File: src/rtl/crc_check_pkg.sv
// Shared types and helpers for the frame-CRC checker: level width and result record.
package crc_check_pkg;

  localparam int CRC_W = 16;

  function automatic int lvl_w(input int depth);
    return $clog2(depth) + 1;
  endfunction

  typedef struct packed {
    logic             ok;
    logic [CRC_W-1:0] crc;
    logic [CRC_W-1:0] exp;
  } crc_res_t;

endpackage

File: src/rtl/crc_exp_fifo.sv
// Expected-CRC queue: in-order FIFO with first-word-visible head.
// The pointers carry one extra bit so that full and empty can be told apart.
module crc_exp_fifo
  import crc_check_pkg::*;
#(
  parameter int DEPTH = 8,
  parameter int W     = 16,
  parameter int LW    = lvl_w(DEPTH)
) (
  input  logic          clk,
  input  logic          rst_n,
  input  logic          push_i,
  input  logic [W-1:0]  data_i,
  input  logic          pop_i,
  output logic [W-1:0]  head_o,
  output logic          full_o,
  output logic          empty_o,
  output logic [LW-1:0] level_o
);
  localparam int AW = LW - 1;

  logic [W-1:0]  mem_q [DEPTH];
  logic [LW-1:0] wptr_q, wptr_d, rptr_q, rptr_d;
  logic          do_push, do_pop;

  assign empty_o = (wptr_q == rptr_q);
  assign full_o  = (wptr_q[AW] != rptr_q[AW]) && (wptr_q[AW-1:0] == rptr_q[AW-1:0]);
  assign level_o = wptr_q - rptr_q;
  assign head_o  = mem_q[rptr_q[AW-1:0]];

  // A push into a full queue is accepted only when a pop frees the head slot this cycle.
  assign do_pop  = pop_i && !empty_o;
  assign do_push = push_i && (!full_o || do_pop);
  assign wptr_d  = wptr_q + LW'(do_push);
  assign rptr_d  = rptr_q + LW'(do_pop);

  always_ff @(posedge clk or negedge rst_n) begin
    if (!rst_n) begin
      wptr_q <= '0;
      rptr_q <= '0;
    end else begin
      wptr_q <= wptr_d;
      rptr_q <= rptr_d;
    end
  end

  always_ff @(posedge clk) begin
    if (do_push) mem_q[wptr_q[AW-1:0]] <= data_i;
  end

endmodule

File: src/rtl/crc_check.sv
// Frame-CRC checker: matches computed CRCs, in order, against queued trailer CRCs,
// and keeps saturating good/bad counters plus sticky overflow/underflow flags.
module crc_check
  import crc_check_pkg::*;
#(
  parameter int CRC_WIDTH  = CRC_W,
  parameter int FIFO_DEPTH = 8,
  parameter int CNT_WIDTH  = 32
) (
  input  logic                         clk,
  input  logic                         rst_n,
  input  logic [CRC_WIDTH-1:0]         exp_crc,
  input  logic                         exp_vld,
  input  logic [CRC_WIDTH-1:0]         crc_in,
  input  logic                         crc_in_vld,
  input  logic                         clr,
  output logic                         result_vld,
  output logic                         result_ok,
  output logic [CRC_WIDTH-1:0]         result_crc,
  output logic [CRC_WIDTH-1:0]         result_exp,
  output logic [CNT_WIDTH-1:0]         good_cnt,
  output logic [CNT_WIDTH-1:0]         bad_cnt,
  output logic [lvl_w(FIFO_DEPTH)-1:0] fifo_level,
  output logic                         err_overflow,
  output logic                         err_underflow
);
  logic [CRC_WIDTH-1:0] head;
  logic                 full, empty;
  logic                 pop, bypass, match, ok, ovf, unf;
  logic [CRC_WIDTH-1:0] exp_sel;

  crc_res_t             res_q, res_d;
  logic                 res_vld_q;
  logic [CNT_WIDTH-1:0] good_q, good_d, bad_q, bad_d;
  logic                 ovf_q, ovf_d, unf_q, unf_d;

  // Bypass: empty queue and a same-cycle trailer; match directly, store nothing.
  assign pop     = crc_in_vld && !empty;
  assign bypass  = crc_in_vld && empty && exp_vld;
  assign unf     = crc_in_vld && empty && !exp_vld;
  assign ovf     = exp_vld && full && !pop;
  assign match   = pop || bypass;
  assign exp_sel = bypass ? exp_crc : head;
  assign ok      = (crc_in == exp_sel);

  crc_exp_fifo #(.DEPTH(FIFO_DEPTH), .W(CRC_WIDTH)) u_fifo (
    .clk     (clk),
    .rst_n   (rst_n),
    .push_i  (exp_vld && !bypass),
    .data_i  (exp_crc),
    .pop_i   (pop),
    .head_o  (head),
    .full_o  (full),
    .empty_o (empty),
    .level_o (fifo_level)
  );

  always_comb begin
    res_d  = match ? '{ok: ok, crc: crc_in, exp: exp_sel} : res_q;
    good_d = good_q;
    bad_d  = bad_q;
    ovf_d  = ovf_q | ovf;
    unf_d  = unf_q | unf;
    if (match && ok && good_q != '1)  good_d = good_q + 1'b1;
    if (match && !ok && bad_q != '1)  bad_d  = bad_q + 1'b1;
    // Clear wins over any same-cycle count or flag event.
    if (clr) begin
      good_d = '0;
      bad_d  = '0;
      ovf_d  = 1'b0;
      unf_d  = 1'b0;
    end
  end

  always_ff @(posedge clk or negedge rst_n) begin
    if (!rst_n) begin
      res_q     <= '0;
      res_vld_q <= 1'b0;
      good_q    <= '0;
      bad_q     <= '0;
      ovf_q     <= 1'b0;
      unf_q     <= 1'b0;
    end else begin
      res_q     <= res_d;
      res_vld_q <= match;
      good_q    <= good_d;
      bad_q     <= bad_d;
      ovf_q     <= ovf_d;
      unf_q     <= unf_d;
    end
  end

  assign result_vld    = res_vld_q;
  assign result_ok     = res_q.ok;
  assign result_crc    = res_q.crc;
  assign result_exp    = res_q.exp;
  assign good_cnt      = good_q;
  assign bad_cnt       = bad_q;
  assign err_overflow  = ovf_q;
  assign err_underflow = unf_q;

endmodule

File: config.mk
export PLATFORM = sky130hd
export DESIGN_NAME = crc_check
export DESIGN_NICKNAME = d
export VERILOG_FILES = /design/src/rtl/crc_check_pkg.sv /design/src/rtl/crc_exp_fifo.sv /design/src/rtl/crc_check.sv
export SDC_FILE = /design/constraint.sdc
export NUM_CORES = 1
export LEC_CHECK = 0
export ABC_AREA = 1
export CORE_MARGIN = 2
export CORE_UTILIZATION = 30
export CTS_CLUSTER_SIZE = 20
export DETAILED_ROUTE_END_ITERATION = 10
export GPL_TIMING_DRIVEN = 1
export PLACE_DENSITY_LB_ADDON = 0.3
export SYNTH_ARGS = -nofsm -noshare
export SYNTH_HDL_FRONTEND = slang
export SYNTH_SLANG_ARGS = --single-unit
File: constraint.sdc
create_clock -name clk -period 3.4 [get_ports clk]
set_clock_uncertainty 0.05 [all_clocks]
set_input_delay 0.85 -clock clk [delete_from_list [all_inputs] [get_ports clk]]
set_output_delay 0.85 -clock clk [all_outputs]
set_load 0.05 [all_outputs]
After elaboration in Yosys (flattened, before gate mapping) --
Memories as Yosys holds them, arrays and structs flattened. Index checks and enable logic that the tools add are counted.
Cells by class: add/subtract/negate cells 5, eq/ne operators 6, multiplexer cells 9, bitwise logic cells 2, reductions and logical operators 24
Operators with widths (count):
- 2-to-1 mux 32 bit | 4
- adder 32 x 1 -> 32 bit (second input constant) | 2
- != test 32 bit (second input constant) | 2
- equality test 16 bit | 1
- 2-to-1 mux 16 bit | 1
- logical AND 1 bit | 14
- adder 4 x 1 -> 4 bit | 2
- logical NOT 1 bit | 6
- equality test 4 bit | 1
- 2-to-1 mux 1 bit | 4
- nonzero test 2 bit | 2
- subtractor 4 bit | 1
- equality test 3 bit | 1
- logical OR 1 bit | 2
- OR 1 bit | 2
- != test 1 bit | 1
Word-level totals: register bits 108, RAM bits 128, input port bits 37, output and inout bits 104, logic and storage cells 57, memories kept 1
Memories:
- u_fifo.mem_q | depth 8, width 16, rd ports 1, clocked after memory_dff 0, write ports 1, RTL line crc_exp_fifo.sv:22 | logic [W-1:0] mem_q [DEPTH];

Longest topological paths before layout --
Gate-level depths: netlist of the first run.
word-level depth 10, depth in mapped cells 21, mapped depth without buffers 18

Modules after synthesis --
From an unflattened synthesis of the first run, not the netlist that was laid out.
Unflattened totals: cells, all modules 1570, area, all modules 12649.6 µm²
By module, submodules not included:
- crc_check | instances 1, cells an instance 947, area each 6507.5 µm², seq. area each 2502.4 µm²
- crc_exp_fifo | instances 1, cells an instance 623, area each 6142.1 µm², seq. area each 4043.9 µm²

Worst setup path before layout of the first run --
No wires, ideal clock.
path kind flip-flop to output port, start point register u_fifo.rptr_q[2], end point output fifo_level[3], arrival time 2.219 ns, required time 2.500 ns, path slack 0.281 ns, stages on the path, launching flop included 8, buffers on the path 2, cell sequence dfrtp_1 -> buf_2 -> clkinv_1 -> buf_2 -> ha_1 -> nand2_1 -> o21ai_0 -> xor2_1
Between the ends: longest elaborated chain between the ends 1
Ends and longest elaborated chain:
- from (decl) | RTL line crc_exp_fifo.sv:23 | logic [LW-1:0] wptr_q, wptr_d, rptr_q, rptr_d;
- from (signal assigned) | RTL line crc_exp_fifo.sv:43 | rptr_q <= rptr_d;
- subtractor 4 bit | RTL line crc_exp_fifo.sv:28 | assign level_o = wptr_q - rptr_q;
- to (decl) | RTL line crc_check.sv:23 | output logic [lvl_w(FIFO_DEPTH)-1:0] fifo_level,
No other way between the ends.

Final worst setup path of the first run --
start point register u_fifo.rptr_q[2], end point register bad_q[9] (netlist: bad_cnt[9])
Between the ends: longest elaborated chain between the ends 9, elaborated cells between the ends (all ways) 13, classes of those cells 2 x eq/ne; 1 x mux; 9 x reduce/logical; 1 x memory
Ends and longest elaborated chain:
- branches (longest 6 deep; another with memory (8 x 16 bit))
- logical AND 1 bit (*) (2 in series) | RTL line crc_check.sv:65 | if (match && !ok && bad_q != '1) bad_d = bad_q + 1'b1;
- nonzero test 2 bit (no source line) (*)
- to (signal assigned) | RTL line crc_check.sv:80 | bad_q <= '0;
- to (signal assigned) | RTL line crc_check.sv:87 | bad_q <= bad_d;
- to (decl) | RTL line crc_check.sv:34 | logic [CNT_WIDTH-1:0] good_q, good_d, bad_q, bad_d;
Every way passes the cells marked *. A chain may end at the register's enable or synchronous reset.

==> results of run 1 <==
## repair_timing
action                                  CTS  global route
hold endpoints to repair                  0             0
endpoints found under the setup margin    0            62
buffers inserted                          0             0
gates resized for setup                   0             2
## worst paths after layout
kind | slack [ns] | startpoint | end
worst max-delay path | 0.33 | u_fifo.rptr_q[2]$_DFF_PN0_ | bad_cnt[9]$_DFFE_PN0P_
worst min-delay path | 0.37 | rst_n | bad_cnt[22]$_DFFE_PN0P_
worst max register to register | 0.33 | u_fifo.rptr_q[2]$_DFF_PN0_ | bad_cnt[9]$_DFFE_PN0P_
worst min register to register | 0.42 | result_crc[15]$_DFFE_PN0P_ | result_crc[15]$_DFFE_PN0P_
max in group asynchronous | 2.19 | rst_n | u_fifo.rptr_q[0]$_DFF_PN0_
min in group clk | 0.42 | result_crc[15]$_DFFE_PN0P_ | result_crc[15]$_DFFE_PN0P_
## synth_stat cells
library cell / count / area [sq um]
inv_2: 5 / 18.77
nand3_2: 10 / 100.1
buf_2: 23 / 115.1
buf_6: 2 / 22.52
nor2_1: 96 / 360.4
fa_1: 1 / 20.02
ha_1: 9 / 112.6
buf_8: 1 / 15.01
nand3b_1: 1 / 7.510
xor2_1: 41 / 359.1
nor2_4: 1 / 11.26
buf_1: 2 / 7.510
o21ai_1: 13 / 65.06
o22a_1: 1 / 8.760
edfxtp_1: 128 / 3844
nand3_1: 189 / 945.9
nand2_2: 3 / 18.77
nand4_1: 43 / 269.0
nand4_4: 1 / 21.27
nor4_1: 9 / 56.30
xnor2_1: 16 / 140.1
or3_1: 1 / 6.260
nand2_1: 393 / 1475
buf_4: 4 / 30.03
clkbuf_1: 27 / 101.4
o21ai_0: 34 / 170.2
a21oi_1: 6 / 30.03
or2_1: 9 / 56.30
nor3b_1: 3 / 22.52
nor3_1: 28 / 140.1
dfrtp_1: 108 / 2703
clkinv_1: 3 / 11.26
or2_2: 1 / 6.260
inv_1: 86 / 322.8
nor2_2: 2 / 12.51
## power by group through the flow
| stage | registers (mW) | clock network [mW] | logic, mW |
|---|---|---|---|
| 2_1_floorplan | 4.52 | 0 | 2.35 |
| 3_3_place_gp | 3.84 | 0 | 5.01 |
| 3_5_place_dp | 3.84 | 0 | 5.03 |
| 4_1_cts | 3.79 | 3.23 | 5.06 |
| 5_1_grt | 3.84 | 3.34 | 5.48 |
| 6_report | 3.79 | 3.16 | 5.04 |
## sequential cells by signal, summed over array words and instances, names as in the netlist
name           cells
u_fifo.rptr_q      4
good_cnt          32
result_ok          1
result_crc        16
result_exp        16
bad_cnt           32
err_underflow      1
u_fifo.wptr_q      4
u_fifo.mem_q     128
result_vld         1
err_overflow       1
## stage by stage
step                power (mW)  setup TNS, ns  setup WS (ns)  instances
floorplan                6.878              0         0.2814       1300
global placement         8.849        -0.5277       -0.03689       1951
detailed placement       8.872         -4.358        -0.1165       1951
CTS                      12.08              0         0.1912       2001
global route             12.67              0        0.06862       2004
finish                   11.99              0         0.3305       2004
## critical path, cell delays in order, from the launching register on
cell and delay, ns:
dfrtp_1 0.35, clkinv_1 0.14, ha_4 0.32, nand2_1 0.08
nor2_2 0.13, nand4_4 0.19, buf_12 0.21, or2_1 0.22
nand3_1 0.07, nand2_1 0.12, nor2_1 0.15, nand2_1 0.09
nor2_2 0.17, nand2_2 0.13, nand2_2 0.11, nand2_2 0.09
buf_12 0.18, nand2_1 0.06, o21ai_1 0.06
## cell families (layout without fill, tap and decap cells)
| kind of cell | Yosys count | after routing |
|---|---|---|
| simple gates | 790 | 790 |
| buf+inv | 153 | 336 |
| compound gates | 54 | 54 |
| flops | 236 | 236 |
| fa+ha+maj | 10 | 10 |
| other cells | 0 | 3 |
| xor+xnor | 57 | 57 |
## cell type report
| class | count | area (sq um) | share of cell area, % |
|---|---|---|---|
| antenna | 3 | 7.507 | 0.05009 |
| clock buffer | 39 | 750.7 | 5.009 |
| clock inverter | 11 | 214.0 | 1.427 |
| inverter | 94 | 352.8 | 2.354 |
| multi-input combinational | 911 | 4438 | 29.61 |
| sequential | 236 | 6548 | 43.68 |
| tap | 518 | 648.1 | 4.324 |
| timing repair buffer | 192 | 2029 | 13.54 |
## per-layer routing
metal / vias to the layer above / part of all wire [%] / wire (um)
li1: 4661 / - / -
met3: 63 / 6.5 / 2199
met4: 2 / 3.3 / 1105
met5: - / 0.047 / 16
met2: 297 / 45 / 15180
met1: 4568 / 45 / 15280
==> results.md, run 1 <==
- Status: finished, final reports clean
- DRC: 0
- Cells after Synth: 1300
- Clock power frac: 26.4%
- Global routing usage on met2: 26.18%
- Pleak: 6.169 nW
- Input/output buffers: 140
- Post-Syn Nets: 1347
- Net Sw Frac: 39.52%
- RSZ-0062 raised after global routing: no
- RePlAce Congestion: 0.8830
- # hold bufs at CTS: 0
- Seq pwr share: 31.6%
- Met3 usage: 2.971%
- Worst-path clk slew: 0.06 ns
- Die H: 200.7 um
- Filler Cells Inserted: 3829
- Register-to-Register Path Depth: 18
- First-pass detailed-route iteration total: 5
- Total Wirelength: 33780 um
- First DRT Iteration DRCs: 658
- Post-Synth Simple-Gate Area: 30.24%
- WL/cell: 16.85 um
- Post-route antenna net violation count: 0
- Ys Warns: 0
- Switching power: 4.739 mW
- Slew headroom: 42.83%
- Die ar.: 0.04028 sq mm
- Post-layout util: 39.06%
- Clock root buffer: clkbuf_16
- Vias per cell: 4.786
- Critical path peak fanout: 23
- Crit end category: register
- Worst hold margin: 0.3655 ns
- Fmax: 0.3258 GHz
- Int Power: 7.253 mW
- CP Class: register to register
- Final setup violation count: 0
- Die Wd: 200.7 um
- # nets final: 1509
- CTS tree: built
- Core ar.: 0.03838 sq mm
- Synthesized flop and latch total: 236
- Synth Area in Adders: 1.143%
- Initial Util: 30.24%
- Vias: 9591
- XOR/XNOR Fraction of Synth Area: 4.301%
- Grt met1 use: 23.29%
- Final instance area: 0.01499 sq mm
- Fin crit share: 90.28%
- Gr usage total: 16.68%
- Netlist Area Pre-Place: 0.01161 sq mm
- Fraction of layout cells with a size suffix above 1: 8.496%
- Num CTS Buffers: 27
- CP required: 3.76 ns
- Gr ovfl total: 0
- Hold WC Path Type: primary input to async pin
- Worst vdd ir: 0.001677 V
- Commonest non-fill, non-tap cell in the layout: nand2_1
- # clock sinks: 236
- Combinational family with the most area after synthesis: simple AND/OR/NAND/NOR gates
- Io pins: 141
- Post-DP HPWL: 22530 um
- Placed cell areas: 0.01400 sq mm
- Area Growth Syn to Fin: 29.14%
- FP Rows: 72
- Power Dens Cells: 800.1 mW/mm^2
- Crit path time final: 3.069 ns
- First-pass GRT wire length: 53740 um
- H-tree Lvls: 1
- # Max-Cap Violations: 0
- Initial antenna violation count: 4
- Clock Latency Late Sink: 0.54 ns
- Clock Path Buffers: 3
- Gate power share: 42.0%
- Worst slew pin tran: 0.8575 ns
- Vias in the first global route: 9478
- Mapped Avg Cell Area: 8.928 sq um
- Sequential-to-total area share from yosys stat: 56.40%
- Max Slew Vio Count: 0
- Layer with the highest usage: met2
- Startpoint types: register
- Most frequent cells in the layout: 393 x nand2_1, 189 x nand3_1, 135 x clkdlybuf4s50_1
- Crit path arrival time: 3.43 ns
- Compound-cell area share of the yosys netlist: 2.361%
- Final Hold Viols: 0
- Yosys cell types: 35
- Post-synthesis mux area share: 0%
- Pin count of the biggest net entering global routing: 79
Power figures use the tool's default switching activity.
==> run 2: changes to the inputs <==
Settings changed: SKIP_LAST_GASP set to 1.
==> results of run 2 <==
The final DEF is identical to that of run 1; final timing and power are the same.
